File: src/rtl/mem_pkg.sv
// Shared types for the memory access unit: request kinds, access sizes,
// FSM states and the latched request record.
package mem_pkg;

    typedef enum logic [1:0] {
        LOAD  = 2'b00,
        STORE = 2'b01,
        FETCH = 2'b11
    } kind_e;

    typedef enum logic [1:0] {
        BYTE = 2'b00,
        HALF = 2'b01,
        WORD = 2'b10
    } size_e;

    typedef enum logic [1:0] {
        IDLE = 2'b00,
        REQ  = 2'b01,
        RESP = 2'b10
    } state_e;

    typedef struct packed {
        kind_e       kind;
        size_e       size;
        logic        sign;
        logic [31:0] ea;
        logic [31:0] wdata;
    } req_t;

    // The reserved code 2'b10 behaves as a load.
    function automatic kind_e decode_kind(input logic [1:0] w_r);
        case (w_r)
            2'b11:   return FETCH;
            2'b01:   return STORE;
            default: return LOAD;
        endcase
    endfunction

    // Size code 2'b11 behaves as a word access.
    function automatic size_e decode_size(input logic [1:0] wordsize);
        case (wordsize)
            2'b00:   return BYTE;
            2'b01:   return HALF;
            default: return WORD;
        endcase
    endfunction

endpackage

File: src/rtl/mem_interface_if.sv
// Single-channel valid/ready memory bus between the access unit (master)
// and the memory or interconnect (slave).
interface mem_interface_if;

    logic        mem_valid;
    logic        mem_ready;
    logic        mem_instr;
    logic [31:0] mem_addr;
    logic [31:0] mem_wdata;
    logic [3:0]  mem_wstrb;
    logic [31:0] mem_rdata;

    modport master (
        output mem_valid, mem_instr, mem_addr, mem_wdata, mem_wstrb,
        input  mem_ready, mem_rdata
    );

    modport slave (
        input  mem_valid, mem_instr, mem_addr, mem_wdata, mem_wstrb,
        output mem_ready, mem_rdata
    );

endinterface

File: src/rtl/mem_lane.sv
// Byte-lane steering: store strobes and replication, load alignment and
// extension, and the alignment rule for each access size.
module mem_lane
    import mem_pkg::*;
(
    input  logic [1:0]  ea_lo,
    input  size_e       size,
    input  logic        sign,
    input  logic [31:0] wdata,
    input  logic [31:0] raw_rdata,
    output logic [3:0]  wstrb,
    output logic [31:0] wdata_rep,
    output logic [31:0] rdata_ext,
    output logic        misaligned
);

    logic [31:0] shifted;

    always_comb begin
        // NOTE: every output gets a value before the case so that no path through it can infer a latch.
        shifted    = raw_rdata >> {ea_lo, 3'b000};
        wstrb      = 4'b1111;
        wdata_rep  = wdata;
        rdata_ext  = shifted;
        misaligned = 1'b0;
        case (size)
            BYTE: begin
                wstrb     = 4'b0001 << ea_lo;
                wdata_rep = {4{wdata[7:0]}};
                rdata_ext = {{24{sign & shifted[7]}}, shifted[7:0]};
            end
            HALF: begin
                wstrb      = 4'b0011 << ea_lo;
                wdata_rep  = {2{wdata[15:0]}};
                rdata_ext  = {{16{sign & shifted[15]}}, shifted[15:0]};
                misaligned = ea_lo[0];
            end
            default: begin
                misaligned = |ea_lo;
            end
        endcase
    end

endmodule

File: src/rtl/mem_interface.sv
// Memory access unit: takes one fetch/load/store request from the control FSM
// and runs it as a single transaction on the valid/ready bus.
module mem_interface
    import mem_pkg::*;
#(
    parameter int          TIMEOUT    = 255,
    parameter logic [31:0] RESET_INST = 32'h0000_0013
) (
    input  logic               clk,
    input  logic               reset,
    input  logic               en_mem,
    input  logic [1:0]         W_R_mem,
    input  logic [1:0]         wordsize_mem,
    input  logic               sign_mem,
    input  logic [31:0]        pc,
    input  logic [31:0]        addr,
    input  logic [31:0]        wdata,
    output logic               busy_mem,
    output logic               done_mem,
    output logic               aligned_mem,
    output logic               bus_err,
    output logic [31:0]        inst,
    output logic [31:0]        rdata,
    mem_interface_if.master    bus
);

    localparam int CNT_W = $clog2(TIMEOUT + 2);

    state_e           state_q, state_d;
    req_t             req_in, req_q;
    logic [CNT_W-1:0] tmo_cnt;
    logic             in_idle, in_req;
    logic             accept, handshake, timed_out;
    logic [1:0]       lane_ea;
    size_e            lane_size;
    logic [3:0]       lane_wstrb;
    logic [31:0]      lane_wdata;
    logic [31:0]      lane_rdata;
    logic             misaligned;

    always_comb begin
        req_in.kind  = decode_kind(W_R_mem);
        req_in.size  = (req_in.kind == FETCH) ? WORD : decode_size(wordsize_mem);
        req_in.sign  = sign_mem;
        req_in.ea    = (req_in.kind == FETCH) ? pc : addr;
        req_in.wdata = wdata;
    end

    assign in_idle   = (state_q == IDLE);
    assign in_req    = (state_q == REQ);
    assign accept    = in_idle && en_mem;
    assign handshake = in_req && bus.mem_ready;
    assign timed_out = in_req && !bus.mem_ready && (TIMEOUT != 0)
                       && (int'(tmo_cnt) == TIMEOUT - 1);

    // In IDLE the lane judges the incoming request's alignment; afterwards it
    // steers the latched request.
    assign lane_ea   = in_idle ? req_in.ea[1:0] : req_q.ea[1:0];
    assign lane_size = in_idle ? req_in.size    : req_q.size;

    mem_lane u_lane (
        .ea_lo      (lane_ea),
        .size       (lane_size),
        .sign       (req_q.sign),
        .wdata      (req_q.wdata),
        .raw_rdata  (bus.mem_rdata),
        .wstrb      (lane_wstrb),
        .wdata_rep  (lane_wdata),
        .rdata_ext  (lane_rdata),
        .misaligned (misaligned)
    );

    always_ff @(posedge clk or posedge reset) begin
        // NOTE: sequential state uses non-blocking assignments so every register samples pre-edge values.
        if (reset) state_q <= IDLE;
        else       state_q <= state_d;
    end

    always_comb begin
        state_d = state_q;
        case (state_q)
            IDLE:    if (accept && !misaligned)   state_d = REQ;
            REQ:     if (handshake || timed_out)  state_d = RESP;
            RESP:    state_d = IDLE;
            default: state_d = IDLE;
        endcase
    end

    assign busy_mem = !in_idle;
    assign done_mem = (state_q == RESP);

    // Bus outputs derive from state so a reset drops the request at once.
    assign bus.mem_valid = in_req;
    assign bus.mem_instr = in_req && (req_q.kind == FETCH);
    assign bus.mem_addr  = in_req ? {req_q.ea[31:2], 2'b00} : 32'h0;
    assign bus.mem_wstrb = (in_req && req_q.kind == STORE) ? lane_wstrb : 4'b0000;
    assign bus.mem_wdata = (in_req && req_q.kind == STORE) ? lane_wdata : 32'h0;

    always_ff @(posedge clk or posedge reset) begin
        if (reset) begin
            req_q       <= '0;
            aligned_mem <= 1'b1;
            bus_err     <= 1'b0;
            inst        <= RESET_INST;
            rdata       <= 32'h0;
            tmo_cnt     <= '0;
        end else begin
            if (accept) begin
                req_q       <= req_in;
                aligned_mem <= !misaligned;
                bus_err     <= 1'b0;
                tmo_cnt     <= '0;
            end
            if (in_req) begin
                if (handshake) begin
                    if (req_q.kind == FETCH)     inst  <= bus.mem_rdata;
                    else if (req_q.kind == LOAD) rdata <= lane_rdata;
                end else if (timed_out) begin
                    bus_err <= 1'b1;
                end else begin
                    tmo_cnt <= tmo_cnt + CNT_W'(1);
                end
            end
        end
    end

endmodule

File: src/flat_wrapper.sv
// flat-port wrapper written by rule: the top's interface ports become plain ports
module mem_interface_flat import mem_pkg::*;
#(
    parameter int          TIMEOUT    = 255,
    parameter logic [31:0] RESET_INST = 32'h0000_0013
)
  (clk, reset, en_mem, W_R_mem, wordsize_mem, sign_mem, pc, addr, wdata, busy_mem, done_mem, aligned_mem, bus_err, inst, rdata, bus_mem_valid, bus_mem_instr, bus_mem_addr, bus_mem_wdata, bus_mem_wstrb, bus_mem_ready, bus_mem_rdata);
  mem_interface_if bus_i ();
  input  logic clk;
  input  logic reset;
  input  logic en_mem;
  input  logic [1:0] W_R_mem;
  input  logic [1:0] wordsize_mem;
  input  logic sign_mem;
  input  logic [31:0] pc;
  input  logic [31:0] addr;
  input  logic [31:0] wdata;
  output logic busy_mem;
  output logic done_mem;
  output logic aligned_mem;
  output logic bus_err;
  output logic [31:0] inst;
  output logic [31:0] rdata;
  output wire logic [$bits(bus_i.mem_valid)-1:0] bus_mem_valid;
  output wire logic [$bits(bus_i.mem_instr)-1:0] bus_mem_instr;
  output wire logic [$bits(bus_i.mem_addr)-1:0] bus_mem_addr;
  output wire logic [$bits(bus_i.mem_wdata)-1:0] bus_mem_wdata;
  output wire logic [$bits(bus_i.mem_wstrb)-1:0] bus_mem_wstrb;
  input wire logic [$bits(bus_i.mem_ready)-1:0] bus_mem_ready;
  input wire logic [$bits(bus_i.mem_rdata)-1:0] bus_mem_rdata;
  assign bus_mem_valid = bus_i.mem_valid;
  assign bus_mem_instr = bus_i.mem_instr;
  assign bus_mem_addr = bus_i.mem_addr;
  assign bus_mem_wdata = bus_i.mem_wdata;
  assign bus_mem_wstrb = bus_i.mem_wstrb;
  assign bus_i.mem_ready = bus_mem_ready;
  assign bus_i.mem_rdata = bus_mem_rdata;
  mem_interface #(.TIMEOUT(TIMEOUT), .RESET_INST(RESET_INST)) u_core (.clk(clk), .reset(reset), .en_mem(en_mem), .W_R_mem(W_R_mem), .wordsize_mem(wordsize_mem), .sign_mem(sign_mem), .pc(pc), .addr(addr), .wdata(wdata), .busy_mem(busy_mem), .done_mem(done_mem), .aligned_mem(aligned_mem), .bus_err(bus_err), .inst(inst), .rdata(rdata), .bus(bus_i));
endmodule
File: config.mk
export PLATFORM = sky130hd
export DESIGN_NAME = mem_interface_flat
export DESIGN_NICKNAME = d
export VERILOG_FILES = /design/src/rtl/mem_pkg.sv /design/src/rtl/mem_interface_if.sv /design/src/rtl/mem_lane.sv /design/src/rtl/mem_interface.sv /design/src/flat_wrapper.sv
export SDC_FILE = /design/constraint.sdc
export NUM_CORES = 1
export LEC_CHECK = 0
export ABC_AREA = 1
export CAP_MARGIN = 20
export CORE_ASPECT_RATIO = 1.4
export CORE_MARGIN = 2
export CORE_UTILIZATION = 43
export CTS_BUF_LIST = sky130_fd_sc_hd__clkbuf_2
export DETAILED_ROUTE_END_ITERATION = 8
export PLACE_DENSITY = 0.82
export SLEW_MARGIN = 20
export SYNTH_ARGS = -nofsm -noshare
export SYNTH_HDL_FRONTEND = slang
export SYNTH_HIERARCHICAL = 1
export SYNTH_SLANG_ARGS = --single-unit
File: constraint.sdc
create_clock -name clk -period 5.55 [get_ports clk]
set_clock_uncertainty 0.2 [all_clocks]
set_input_delay 1.3875 -clock clk [delete_from_list [all_inputs] [get_ports clk]]
set_output_delay 1.3875 -clock clk [all_outputs]
set_load 0.005 [all_outputs]
==> flow_summary_export.csv <==
group,metric,value,unit
status,status,"completed",
placed_design,port_buffers,272,
synthesis,synthCells,1073,
clock_network,holdBufCountCts,0,
die,io_pins,275,
routing,avgRoutedWirePerCell,15.5,µm
clock_network,cts.htree.levels,4,
clock_network,cts_buffers,17,
worst_setup_path,crit_type,"in2out",
routing,first_iter_violations,489,
worst_setup_path,worst-path-buf-inv,6,
hold_path,min_delay_path_depth,2,
pwr,ir_worst_vdd,303,µV
sta,setup_viol,0,
clock_network,clk_pin_slew,0.21,ns
worst_setup_path,cp_top_family,"buffers and inverters",
pwr,power_density,503,nW/µm²
die,core_area,18100,µm²
job,maxCapViolations,0,
clock_network,cts-root-buf,"clkbuf_2",
worst_setup_path,slowest_delay,0.54,ns
worst_setup_path,crit_arrival,3.94,ns
sta,fin_crit_sh,0.997,
grt,grt_pass1_wl,37.9,mm
synthesis,synth_warnings,6,
sta,slew_headroom,0.323,
sta,finalHoldViolCount,0,
die,initial_core_util,0.440,
worst_setup_path,end_kind,"primary output",
worst_setup_path,path_depth,14,
sta,max_freq,181,MHz
grt,grt_pass1_vias,7478,
routing,first_pass_iters,5,
layout,layout-drive-gt1-share,0.0902,
grt,antenna_found_initial,1,
clock_network,clk_latency,0.72,ns
synthesis,synth_area_leaders,"dfrtp_1 (45%), nand2_1 (14%), inv_1 (8.2%), o21ai_0 (5.7%), nor2_1 (5.4%)",
sta,tns,0,ns
worst_setup_path,critPathSlowestCell,"clkdlybuf4s50_1",
layout,nNetsFinal,1457,
placed_design,pre_cts_ws,0.0445,ns
pwr,pwr-share-seq,0.324,
clock_network,clock_sinks,146,
synthesis,ys_ff_latch,146,
routing,vias_per_cell,5.01,
pwr,p_clk_frac,0.133,
sta,slew_viol_final,0,
routing,drt-total-wl,24.3,mm
die,die-width,119,µm
synthesis,synth.cell_area,7950,µm²
grt,grt_max_degree,104,
sta,finalCriticalPeriod,5.53,ns
die,rows,58,
layout,final_cell_mix,"nand2_1 (299), clkdlybuf4s50_1 (258), inv_1 (171), dfrtp_1 (142), nor2_1 (114)",
sta,rsz0062_at_grt,"yes",
synthesis,ys_types,36,
sta,tightestPinTransition,1.01,ns
pwr,p_int,3260,µW
grt,track_usage,0.247,
die,dieArea,19600,µm²
pwr,switching_share,0.418,
worst_setup_path,crit_chain,"clkdlybuf4s50_1, nand2_2, inv_1, or2_2, nor2_2, nand2_1, o21ai_0, inv_1, nand2_4, clkinvlp_4, o21ai_0, inv_1, nor2_1, clkdlybuf4s50_1",
pwr,power.leakage,0.00557,µW
synthesis,yosysSeqAreaShare,0.460,
placed_design,gp_congestion,0.927,
routing,drcViolationCount,0,
worst_setup_path,crit_top_cell,"inv_1",
synthesis,synth.avg_cell_area,7.41,µm²
worst_setup_path,path_max_fanout,8,
routing,ant_nets,0,
worst_setup_path,rr_worst_depth,10,
pwr,combPwrFrac,0.543,
worst_setup_path,start_kind,"input pin",
layout,syn_to_final_growth,39.9,%
worst_setup_path,critPathRequiredTime,3.96,ns
layout,mostFrequentLayoutCell,"nand2_1",
synthesis,synth_top_area_frac,0.447,
routing,vias,7879,
synthesis,synth_top_cell_by_area,"dfrtp_1",
placed_design,hpwlAfterDp,17.7,mm
clock_network,cts_tree,"built",
clock_network,clockBufferDepth,2,
grt,grt-ovfl-total,0,
pwr,p_switching,2340,µW
hold_path,min_path_type,"reg2reg",
sta,layout_setup_ws,0.0181,ns
die,die_h,165,µm
==> layer usage <==
layer	wire (µm)	vias up	global-route usage
li1	-	3812	-
met1	9220	3707	0.277
met2	12800	310	0.446
met3	1500	50	0.0597
met4	822	0	0.103
met5	0	-	0
==> state kept, by name, summed over array words and instances, names as in the netlist <==
| signal | flops |
|---|---|
| u_core/rdata | 32 |
| u_core/bus_err | 1 |
| u_core/req_q | 69 |
| u_core/tmo_cnt | 9 |
| u_core/state_q | 2 |
| u_core/aligned_mem | 1 |
| u_core/inst | 32 |
==> final cells by class <==
class	count	area [µm²]
Tap cell	240	300
Timing Repair inverter	1	7.51
Sequential cell	146	3660
Antenna cell	1	2.50
Fill cell	1557	6950
Timing Repair Buffer	292	2910
Clock inverter	14	210
Multi-Input combinational cell	681	3260
Clock buffer	18	90.1
Inverter	179	683
==> power groups by stage <==
stage | Sequential (µW) | Combinational (µW) | Clock [µW]
3_5_place_dp | 1830 | 2960 | 0
4_1_cts | 1810 | 2980 | 762
3_3_place_gp | 1820 | 2900 | 0
2_1_floorplan | 1790 | 1770 | 0
5_1_grt | 1870 | 3370 | 816
6_report | 1810 | 3040 | 745
==> worst paths after layout <==
kind | to | start | slack (ns)
worst min-delay path | u_core/inst[1] | u_core/inst[1] | 0.29
max in group asynchronous | u_core/inst[16] | reset | 3.22
worst max-delay path | bus_mem_wdata[13] | W_R_mem[0] | 0.02
worst min register to register | u_core/inst[1] | u_core/inst[1] | 0.29
min in group asynchronous | u_core/req_q[66] | reset | 1.01
worst max register to register | u_core/rdata[18] | u_core/state_q[0] | 2.67
==> worst reg2reg max path: stages, from the launching register on <==
cell and delay, ns:
dfrtp_1 0.48, nor2_4 0.31, nand2_1 0.15, o21ai_4 0.11, buf_4 0.41, nand2_1 0.16
nand3_2 0.13, nand3_2 0.39, nand3_1 0.25, inv_1 0.05, o21ai_0 0.17
==> cells in the mapped netlist <==
cell      instances
nor3_4            1
or2_2             1
xor2_1            1
o22ai_1          30
inv_4             1
nand3_1          35
nand3_2           5
nand2_2           3
buf_4            14
nor2_1          115
inv_1           174
ha_1              2
o21ai_2          28
xnor2_1           1
nor2_4            2
o31ai_1           1
dfrtp_1         142
o211ai_1         23
buf_2            25
buf_6             8
nor2_2            3
nand2_4           2
nand4_4           1
buf_1             3
o21ai_0          90
a21oi_1           8
nor3_1            2
nand2_1         303
a22oi_1           8
conb_1            1
clkbuf_1         18
nand4_1           3
inv_2             4
and2_1            2
dfstp_2           4
o21ai_1           9
==> cell families after synthesis <==
logic type               Yosys count  share of synthesized area
flip-flops                       146                      0.460
XOR/XNOR                           2                    0.00220
buffers and inverters            247                      0.135
adder cells (fa/ha/maj)            2                    0.00315
other                              1                   0.000472
AND/OR/NAND/NOR                  478                      0.247
AO/OA/AOI/OAI                    197                      0.152
==> metrics by stage <==
| step | instance area (µm²) | power [µW] | std cells | utilization | hold WS (ns) |
|---|---|---|---|---|---|
| floorplan | 7950 | 3560 | 1074 | - | 0.249 |
| global placement | 10700 | 4710 | 1534 | 0.593 | 0.262 |
| detailed placement | 10700 | 4790 | 1534 | 0.593 | 0.265 |
| CTS | 11000 | 5550 | 1566 | 0.610 | 0.297 |
| global route | 11100 | 6060 | 1572 | 0.615 | 0.314 |
| finish | 11100 | 5600 | 1572 | 0.615 | 0.293 |
==> timing repair <==
item	CTS	global route
setup endpoints to repair	0	19
setup buffers	0	4
gates resized for setup	0	28
No activity file was read; power rests on OpenSTA's default activity.
